$ cat config.mk
export PLATFORM = sky130hd
export DESIGN_NAME = if_fetch_unit
export DESIGN_NICKNAME = d
export VERILOG_FILES = /design/src/rtl/if_pkg.sv /design/src/rtl/if_prefetch_fifo.sv /design/src/rtl/if_fetch_unit.sv
export SDC_FILE = /design/constraint.sdc
export NUM_CORES = 1
export LEC_CHECK = 0
export BUFFER_PORTS_ARGS = -buffer_cell sky130_fd_sc_hd__buf_4
export CAP_MARGIN = 20
export CORE_MARGIN = 2
export CORE_UTILIZATION = 55
export CTS_BUF_LIST = sky130_fd_sc_hd__clkbuf_4
export CTS_CLUSTER_SIZE = 24
export DETAILED_ROUTE_END_ITERATION = 8
export PLACE_DENSITY = 0.78
export SYNTH_ARGS = -nofsm -noshare
export SYNTH_HDL_FRONTEND = slang
export SYNTH_SLANG_ARGS = --single-unit
$ cat constraint.sdc
create_clock -name clk_i -period 3.6 [get_ports clk_i]
set_input_delay 0.72 -clock clk_i [delete_from_list [all_inputs] [get_ports clk_i]]
set_output_delay 0.72 -clock clk_i [all_outputs]
set_load 0.01 [all_outputs]
$ cat src/rtl/if_pkg.sv
// -----------------------------------------------------------------------------
// if_pkg
// Shared definitions for the instruction fetch unit and its prefetch FIFO:
//   XLEN         - machine word / address width
//   INSTR_BYTES  - byte stride between consecutive instructions
//   NOP_INSTR    - canonical no-op encoding (addi x0, x0, 0)
//   state_e      - fetch control states
//   fetch_entry_t- one buffered fetch: instruction word plus its byte address
// -----------------------------------------------------------------------------
package if_pkg;

  localparam int XLEN        = 32;
  localparam int INSTR_BYTES = 4;
  localparam logic [XLEN-1:0] NOP_INSTR = 32'h0000_0013;

  typedef enum logic {
    IDLE = 1'b0,
    RUN  = 1'b1
  } state_e;

  typedef struct packed {
    logic [XLEN-1:0] instr;
    logic [XLEN-1:0] pc;
  } fetch_entry_t;

  // Force a byte address onto a word boundary.
  function automatic logic [XLEN-1:0] align_pc(input logic [XLEN-1:0] pc);
    return pc & ~XLEN'(INSTR_BYTES - 1);
  endfunction

  // Sequential successor of a fetch address; wraps at 2^XLEN.
  function automatic logic [XLEN-1:0] next_pc(input logic [XLEN-1:0] pc);
    return pc + XLEN'(INSTR_BYTES);
  endfunction

endpackage

$ cat src/rtl/if_prefetch_fifo.sv
// -----------------------------------------------------------------------------
// if_prefetch_fifo
// DEPTH-entry FIFO of (instr, pc) pairs between the memory response port and
// decode. The head entry is read combinationally from storage.
// Ports:
//   clk, rst    - clock, asynchronous active-high reset (pointers/count only)
//   push        - write push_entry at the tail
//   push_entry  - entry to write
//   pop         - drop the head entry
//   flush       - empty the FIFO; wins over push and pop
//   head        - current head entry (meaningful only when !empty)
//   count       - number of valid entries
//   full, empty - occupancy flags
// -----------------------------------------------------------------------------
module if_prefetch_fifo
  import if_pkg::*;
#(
  parameter int unsigned DEPTH = 4,
  localparam int PTR_W = $clog2(DEPTH),
  localparam int CNT_W = $clog2(DEPTH + 1)
) (
  input  logic               clk,
  input  logic               rst,
  input  logic               push,
  input  fetch_entry_t       push_entry,
  input  logic               pop,
  input  logic               flush,
  output fetch_entry_t       head,
  output logic [CNT_W-1:0]   count,
  output logic               full,
  output logic               empty
);

  fetch_entry_t     mem [DEPTH];
  logic [PTR_W-1:0] wr_ptr;
  logic [PTR_W-1:0] rd_ptr;
  logic             push_ok;
  logic             pop_ok;

  assign empty = (count == '0);
  assign full  = (count == CNT_W'(DEPTH));

  // A push into a full FIFO is accepted only when the head leaves in the
  // same cycle; the slot being freed is the one the tail now occupies.
  assign pop_ok  = pop && !empty;
  assign push_ok = push && (!full || pop_ok);

  assign head = mem[rd_ptr];

  always_ff @(posedge clk or posedge rst) begin
    if (rst) begin
      wr_ptr <= '0;
      rd_ptr <= '0;
      count  <= '0;
    end else if (flush) begin
      wr_ptr <= '0;
      rd_ptr <= '0;
      count  <= '0;
    end else begin
      if (push_ok) wr_ptr <= wr_ptr + PTR_W'(1);
      if (pop_ok)  rd_ptr <= rd_ptr + PTR_W'(1);
      count <= count + CNT_W'(push_ok) - CNT_W'(pop_ok);
    end
  end

  // Data storage carries no reset; validity is tracked by count alone.
  always_ff @(posedge clk) begin
    if (push_ok && !flush) mem[wr_ptr] <= push_entry;
  end

endmodule

$ cat src/rtl/if_fetch_unit.sv
// -----------------------------------------------------------------------------
// if_fetch_unit
// Instruction fetch stage. Issues sequential word fetches to instruction
// memory over a req/gnt port, buffers the in-order responses in a prefetch
// FIFO and hands (instr, pc) to decode over a valid/ready handshake. A
// redirect flushes the FIFO and discards every fetch still in flight.
// Ports:
//   clk_i, rst_i          - clock, asynchronous active-high reset
//   start_i               - leave IDLE and begin fetching
//   imem_req_o/addr_o     - fetch request and word-aligned byte address
//   imem_gnt_i            - memory accepted the request this cycle
//   imem_rvalid_i/rdata_i - in-order response word
//   redirect_i/pc_i       - flush and restart fetch at redirect_pc_i
//   instr_valid_o/instr_o/instr_pc_o/instr_ready_i - decode handshake
// -----------------------------------------------------------------------------
module if_fetch_unit
  import if_pkg::*;
#(
  parameter int unsigned     DEPTH    = 4,
  parameter logic [XLEN-1:0] RESET_PC = 32'h0000_0000
) (
  input  logic            clk_i,
  input  logic            rst_i,
  input  logic            start_i,
  output logic            imem_req_o,
  output logic [XLEN-1:0] imem_addr_o,
  input  logic            imem_gnt_i,
  input  logic            imem_rvalid_i,
  input  logic [XLEN-1:0] imem_rdata_i,
  input  logic            redirect_i,
  input  logic [XLEN-1:0] redirect_pc_i,
  output logic            instr_valid_o,
  output logic [XLEN-1:0] instr_o,
  output logic [XLEN-1:0] instr_pc_o,
  input  logic            instr_ready_i
);

  localparam int CNT_W = $clog2(DEPTH + 1);

  state_e           state_q, state_d;
  logic [XLEN-1:0]  fetch_pc_q, fetch_pc_d;
  logic [XLEN-1:0]  resp_pc_q, resp_pc_d;
  logic [CNT_W-1:0] outstanding_q, outstanding_d;
  logic [CNT_W-1:0] discard_q, discard_d;

  logic             grant;
  logic             rsp_run;
  logic             push;
  logic             pop;
  logic             credit_ok;
  logic [CNT_W:0]   inflight;
  logic [CNT_W-1:0] fifo_count;
  logic             fifo_full;
  logic             fifo_empty;
  fetch_entry_t     fifo_head;
  fetch_entry_t     push_entry;

  // Credit: every granted fetch reserves a FIFO slot until it is popped,
  // so buffered plus in-flight words can never exceed DEPTH.
  assign inflight  = {1'b0, fifo_count} + {1'b0, outstanding_q};
  assign credit_ok = (inflight < (CNT_W + 1)'(DEPTH));

  assign imem_req_o  = (state_q == RUN) && !redirect_i && credit_ok;
  assign imem_addr_o = fetch_pc_q;
  assign grant       = imem_req_o && imem_gnt_i;

  // Responses are only meaningful in RUN; anything arriving in IDLE
  // (e.g. stragglers from before a reset) is ignored outright.
  assign rsp_run = (state_q == RUN) && imem_rvalid_i;
  assign push    = rsp_run && (discard_q == '0) && !redirect_i;
  assign pop     = instr_valid_o && instr_ready_i;

  assign push_entry = '{instr: imem_rdata_i, pc: resp_pc_q};

  if_prefetch_fifo #(
    .DEPTH (DEPTH)
  ) u_fifo (
    .clk        (clk_i),
    .rst        (rst_i),
    .push       (push),
    .push_entry (push_entry),
    .pop        (pop),
    .flush      (redirect_i),
    .head       (fifo_head),
    .count      (fifo_count),
    .full       (fifo_full),
    .empty      (fifo_empty)
  );

  // Storage is unreset, so the data outputs are forced to zero while empty.
  assign instr_valid_o = !fifo_empty;
  assign instr_o       = fifo_empty ? '0 : fifo_head.instr;
  assign instr_pc_o    = fifo_empty ? '0 : fifo_head.pc;

  always_comb begin
    state_d = state_q;
    if ((state_q == IDLE) && start_i) state_d = RUN;
  end

  always_comb begin
    fetch_pc_d    = fetch_pc_q;
    resp_pc_d     = resp_pc_q;
    outstanding_d = outstanding_q;
    discard_d     = discard_q;
    if (redirect_i) begin
      // Request is forced low, so no grant can coincide with a redirect.
      // Every fetch still in flight after this cycle belongs to the old
      // path and must be dropped when it returns. resp_pc is reloaded in
      // IDLE as well so the first response after start carries the right PC.
      fetch_pc_d    = align_pc(redirect_pc_i);
      resp_pc_d     = align_pc(redirect_pc_i);
      outstanding_d = outstanding_q - CNT_W'(rsp_run);
      discard_d     = outstanding_q - CNT_W'(rsp_run);
    end else begin
      if (grant) fetch_pc_d = next_pc(fetch_pc_q);
      outstanding_d = outstanding_q + CNT_W'(grant) - CNT_W'(rsp_run);
      if (rsp_run && (discard_q != '0)) discard_d = discard_q - CNT_W'(1);
      if (push) resp_pc_d = next_pc(resp_pc_q);
    end
  end

  always_ff @(posedge clk_i or posedge rst_i) begin
    if (rst_i) begin
      state_q       <= IDLE;
      fetch_pc_q    <= RESET_PC;
      resp_pc_q     <= RESET_PC;
      outstanding_q <= '0;
      discard_q     <= '0;
    end else begin
      state_q       <= state_d;
      fetch_pc_q    <= fetch_pc_d;
      resp_pc_q     <= resp_pc_d;
      outstanding_q <= outstanding_d;
      discard_q     <= discard_d;
    end
  end

  // Protocol checks: a response needs a matching request, and the credit
  // rule must keep pushes from landing in a full FIFO without a pop.
  always @(posedge clk_i) begin
    if (!rst_i && (state_q == RUN) && imem_rvalid_i) begin
      assert (outstanding_q != '0)
        else $error("imem_rvalid_i with no outstanding fetch");
    end
    if (!rst_i && !redirect_i) begin
      assert (!(push && fifo_full && !pop))
        else $error("prefetch FIFO overflow");
    end
  end

endmodule

## Word level (Yosys, flattened, before mapping)

Memories as Yosys holds them, arrays and structs flattened.
Index checks and enable logic that the tools add are counted.
Widths: inputs -> output; s select.

- Register bits after elaboration: 78
- RAM bits: 256
- Input port bits: 71
- Output and inout port bits: 98
- Word-level logic and storage cells: 63
- Memories kept: 1

Memories:

| name | depth | width | read ports | clocked after memory_dff | wr ports | line | text |
|---|---|---|---|---|---|---|---|
| u_fifo.mem | 4 | 64 | 1 | 0 | 1 | if_prefetch_fifo.sv:34 | `fetch_entry_t mem [DEPTH];` |

- Add/subtract/negate cells: 11
- $lt $le $gt $ge: 1
- Eq/ne operators: 1
- Mux-type cells: 16
- Bitwise gates (word level): 1
- Reduce and logical (&&, ||, !) cells: 24

Operator list:

| kind | number |
|---|---|
| $mux 32 | 6 |
| $add 32x3->32 const B | 2 |
| $logic_and 1x1->1 | 12 |
| $mux 3 | 4 |
| $reduce_bool 2->1 | 5 |
| $sub 3x1->3 | 3 |
| $mux 2 | 4 |
| $add 3x1->3 | 2 |
| $logic_not 3->1 | 2 |
| $add 2x1->2 const B | 2 |
| $add 3x3->4 | 1 |
| $lt 4x3->1 const B | 1 |
| $eq 3x3->1 const B | 1 |
| $logic_not 1->1 | 3 |
| $reduce_bool 3->1 | 1 |
| $sub 3x1->3 const B | 1 |
| $mux 1 | 2 |
| $logic_or 1x1->1 | 1 |
| $not 1->1 | 1 |

## Logic depth before layout (Yosys ltp)

- Depth after elaboration: 9
- Depth in mapped cells: 13
- Gate-level depth less buffers: 11

## Cells and area by module

A second synthesis with hierarchy kept.

- Cells, all modules: 885
- Area total of the unflattened synthesis: 14,044.7 sq um

By module, submodules not included:

| module | instances | cells each | area an instance (sq um) | seq. area each (sq um) |
|---|---|---|---|---|
| if_prefetch_fifo | 1 | 381 | 9,676.8 | 7,862.5 |
| if_fetch_unit | 1 | 504 | 4,367.9 | 1,676.6 |

## Least setup slack after synthesis

Ideal clock, no wire load.

- Kind: input to register
- Start point: in imem_rvalid_i
- End point: mem u_fifo.mem[1][10] (netlist name) (enable)
- Setup time: 0.426 ns
- Data arrival time: 2.873 ns
- Required time: 3.174 ns
- Setup slack: 0.300 ns
- Cell stages on the path: 3
- Path buffers: 0
- Path through: nand4b_2 > nor3_2 > and2_1

- Longest elaborated chain between the ends: 7

Ends and longest elaborated chain:

| what | line | text |
|---|---|---|
| start, declared | if_fetch_unit.sv:28 | `input logic imem_rvalid_i,` |
| $logic_and 1x1->1 | if_fetch_unit.sv:69 | `assign rsp_run = (state_q == RUN) && imem_rvalid_i;` |
| $logic_and 1x1->1 (2 in a row) | if_fetch_unit.sv:70 | `assign push = rsp_run && (discard_q == '0) && !redirect_i;` |
| $logic_and 1x1->1 | if_prefetch_fifo.sv:46 | `assign push_ok = push && (!full \|\| pop_ok);` |
| $logic_and 1x1->1 | if_prefetch_fifo.sv:68 | `if (push_ok && !flush) mem[wr_ptr] <= push_entry;` |
| $mux 1 | if_prefetch_fifo.sv:68 |  |
| $mux 1 (implied by the code) | if_prefetch_fifo.sv:68 |  |
| end, declared | if_prefetch_fifo.sv:34 |  |

Every way passes these cells.

## Final worst setup path

- Start point: reg u_fifo.rd_ptr[0]
- End point: out instr_pc_o[17]

- Longest elaborated chain between the ends: 2

Ends and longest elaborated chain:

| what | line | text |
|---|---|---|
| start, declared | if_prefetch_fifo.sv:36 | `logic [PTR_W-1:0] rd_ptr;` |
| start signal, assigned | if_prefetch_fifo.sv:61 | `if (pop_ok) rd_ptr <= rd_ptr + PTR_W'(1);` |
| $mem_v2 4x64 | - |  |
| $mux 32 | if_fetch_unit.sv:93 | `assign instr_pc_o = fifo_empty ? '0 : fifo_head.pc;` |
| end, declared | if_fetch_unit.sv:34 | `output logic [XLEN-1:0] instr_pc_o,` |

Every way passes these cells.

==> impl_results.md <==
* Finished Layout Cells at 1,471
* Commonest non-fill, non-tap cell in the layout: edfxtp_1
* Starting density of the core at 0.562
* I/O pin total at 169
* RSZ-0062 raised after global routing: no
* Largest stage delay, worst path at 0.66 ns
* Clk_lat worst skew at 0.66 ns
* Crit Path Class: reg -> out
* Crit-path max FO at 15
* GPL Wtd Cong at 0.891
* Avg WL per Cell at 19.3 microns
* Crit start category: flip-flop
* # placed instances at 1,324
* CTS tree: done
* Distinct cells, synth at 60
* Vias in the first global route at 8,651
* Maximum clock rate at 303 MHz
* Clock buffer depth at 3
* Total power at 10,600 uW
* # DRC at 0
* Post-synthesis sequential area ratio at 0.678
* Flops & latches, synth at 322
* DP HPWL at 17,700 microns
* Leak pwr at 0.00605 uW
* Placement Cell Area at 0.0153 sq mm
* Vias/cell at 5.69
* Slew Viols, Final at 0
* Top-area cell type share of the netlist area at 0.543
* Final Hold Vio Count at 0
* Total clock sinks at 322
* Metal3 WL at 1930 microns
* Antenna violations before repair at 1
* Mean post-synth cell area at 15.9 sq um
* Std-Cell Rows at 57
* Nets at 1,174
* Vias at 8,364
* FFs w/ async S/R, synth at 0.230
* Sum of buffers and inverters on the critical path at 2
* Post-cts resize count at 0
* Warnings, synthesis at 0
* Fin crit period at 3.30 ns
* Largest net degree at the start of global routing at 68
* Top cells by area, synth: edfxtp_1, dfrtp_1, mux4_2, and2_1, xor2_1
* CP Capture Type: primary output
* Num CTS Buffers at 80
* Fin area at 0.0164 sq mm
* Number of enable flip-flop cells after synthesis at 248
* Final ANT Viol Nets at 0
* Worst hold path type: in -> reg
* Synthesized area at 0.0137 sq mm
* Metal-1 WL at 12,300 microns
* Delay-heaviest family, CP: flip-flops
* First-pass GRT wire length at 45,400 microns
* Commonest cells after routing, fill and taps aside: edfxtp_1, buf_4, clkbuf_4, dfrtp_1, and2_1
* Outcome: complete, no violations
* Slew @ Worst Pin at 0.929 ns
* Relative slew margins at 0.378
* PD cells at 642 mW/mm^2
* Post-Route Setup TNS at 0 ns
* Highest routed layer: met4
* Peak VDD IR at 328 uV
* Post-Syn Instances at 860
* Max Cap Viol at 0
* Core Region at 0.0244 sq mm
* Leading area contributor after synthesis: edfxtp_1
* Die area at 0.0262 sq mm
* CTS Root Cell: clkbuf_4
* Port Buffer Count at 162
* Htree depth at 3
* TritonRoute pass-1 iters at 5
* Slowest cell on crit path: dfrtp_4
* Met2 Routed Length at 13,500 microns
* Starting DRC count in detailed routing at 728
* Die width at 162 microns
* Final global-route overflow total at 0
* Skew final at 0.0409 ns
* # setup viols final at 0
* Util after Layout at 0.674
* Clock-pin slew on the worst setup and hold paths at 0.06 ns
* Top_reg_cell synth: edfxtp_1
* Area grow syn2layout at 20.0%
* Tot GR Track Use at 0.223
* Die Ht at 162 microns
* Critical path, cell by cell: buf_4, mux4_2, and2_1, buf_4
* Fin crit share at 0.916
* Most common cell on crit path: buf_4
* CP arrival at 2.58 ns
* Worst Path Required at 2.88 ns
* Ratio of cells with drive above 1 in the final layout at 0.353
* DRT Wirelength at 28,300 microns
==> power by group <==
part | total, uW | internal, uW | switching [uW]
Sequential | 4550 | 4260 | 291
Combinational | 2900 | 1540 | 1360
Clock | 3100 | 1700 | 1400
Total | 10600 | 7500 | 3060
==> cells in the mapped netlist (5+ instances only) <==
| library cell | count |
|---|---|
| dfrtp_1 | 74 |
| mux4_2 | 62 |
| o21ai_0 | 27 |
| and3_1 | 10 |
| ha_1 | 16 |
| buf_2 | 11 |
| a21boi_0 | 9 |
| nand4_1 | 23 |
| inv_1 | 17 |
| or3_1 | 5 |
| xor2_1 | 31 |
| nand2_1 | 52 |
| and2_1 | 72 |
| xnor2_1 | 12 |
| edfxtp_1 | 248 |
| clkbuf_1 | 24 |
| nand3_1 | 41 |
| nor2_1 | 24 |
| o211ai_1 | 14 |
| and4_1 | 5 |
| mux2_2 | 8 |
| o21ai_1 | 8 |
| nand2b_1 | 6 |
==> through the flow <==
stage          hold WS [ns]  setup WS, ns
2_1_floorplan         0.486         0.300
3_3_place_gp          0.517         0.663
3_5_place_dp          0.523         0.637
4_1_cts               0.197        0.0282
5_1_grt               0.199         0.130
6_report              0.249         0.303
==> cells by family (layout without fill, tap and decap cells) <==
group / Yosys count / count (layout) / synth area share
flip-flops: 322 / 322 / 0.678
AND/OR/NAND/NOR: 263 / 263 / 0.109
AO/OA/AOI/OAI: 80 / 80 / 0.0377
multiplexers: 72 / 72 / 0.110
buffers and inverters: 61 / 344 / 0.0204
XOR/XNOR: 43 / 43 / 0.0275
adder cells (fa/ha/maj): 18 / 18 / 0.0175
other: 1 / 5 / 0.000274
==> state kept, by name, summed over array words and instances, names as in the netlist <==
signal	count
u_fifo.rd_ptr	2
u_fifo.wr_ptr	2
outstanding_q	3
imem_addr_o	30
resp_pc_q	30
state_q	1
u_fifo.mem	248
u_fifo.count	3
discard_q	3
==> per-layer routing <==
| metal | global-route usage | vias to the layer above |
|---|---|---|
| met5 | 0 | - |
| met4 | 0.0837 | 0 |
| met3 | 0.0432 | 53 |
| met2 | 0.352 | 363 |
| met1 | 0.314 | 4156 |
| li1 | - | 3792 |
==> cell type report <==
class	instances	area, sq um
tap	324	405
clock inverter	20	136
clock buffer	123	923
antenna	1	2.50
fill	1768	7940
timing repair buffer	183	1460
sequential	322	9300
multi-input combinational	480	4150
inverter	18	67.6
==> path summary, 6_finish.rpt <==
path,start,to,slack (ns),cells past startpoint
setup / recovery,u_fifo.rd_ptr[0]$_DFFE_PP0P_,instr_pc_o[17],0.30,4
max in group asynchronous,rst_i,imem_addr_o[28]$_DFFE_PP0N_,2.31,5
hold / removal,start_i,state_q$_DFFE_PP0P_,0.25,2
hold reg to reg,outstanding_q[2]$_DFF_PP0_,outstanding_q[2]$_DFF_PP0_,0.53,1
setup reg to reg,outstanding_q[2]$_DFF_PP0_,outstanding_q[2]$_DFF_PP0_,0.60,11
min in group asynchronous,rst_i,discard_q[2]$_DFFE_PP0P_,0.53,3
==> repair_timing <==
action	4_1_cts	5_1_grt
hold buffers	0	1
endpoints found under the hold margin	0	7
setup buffers	0	1
endpoints found under the setup margin	0	15
Power figures use the tool's default switching activity.
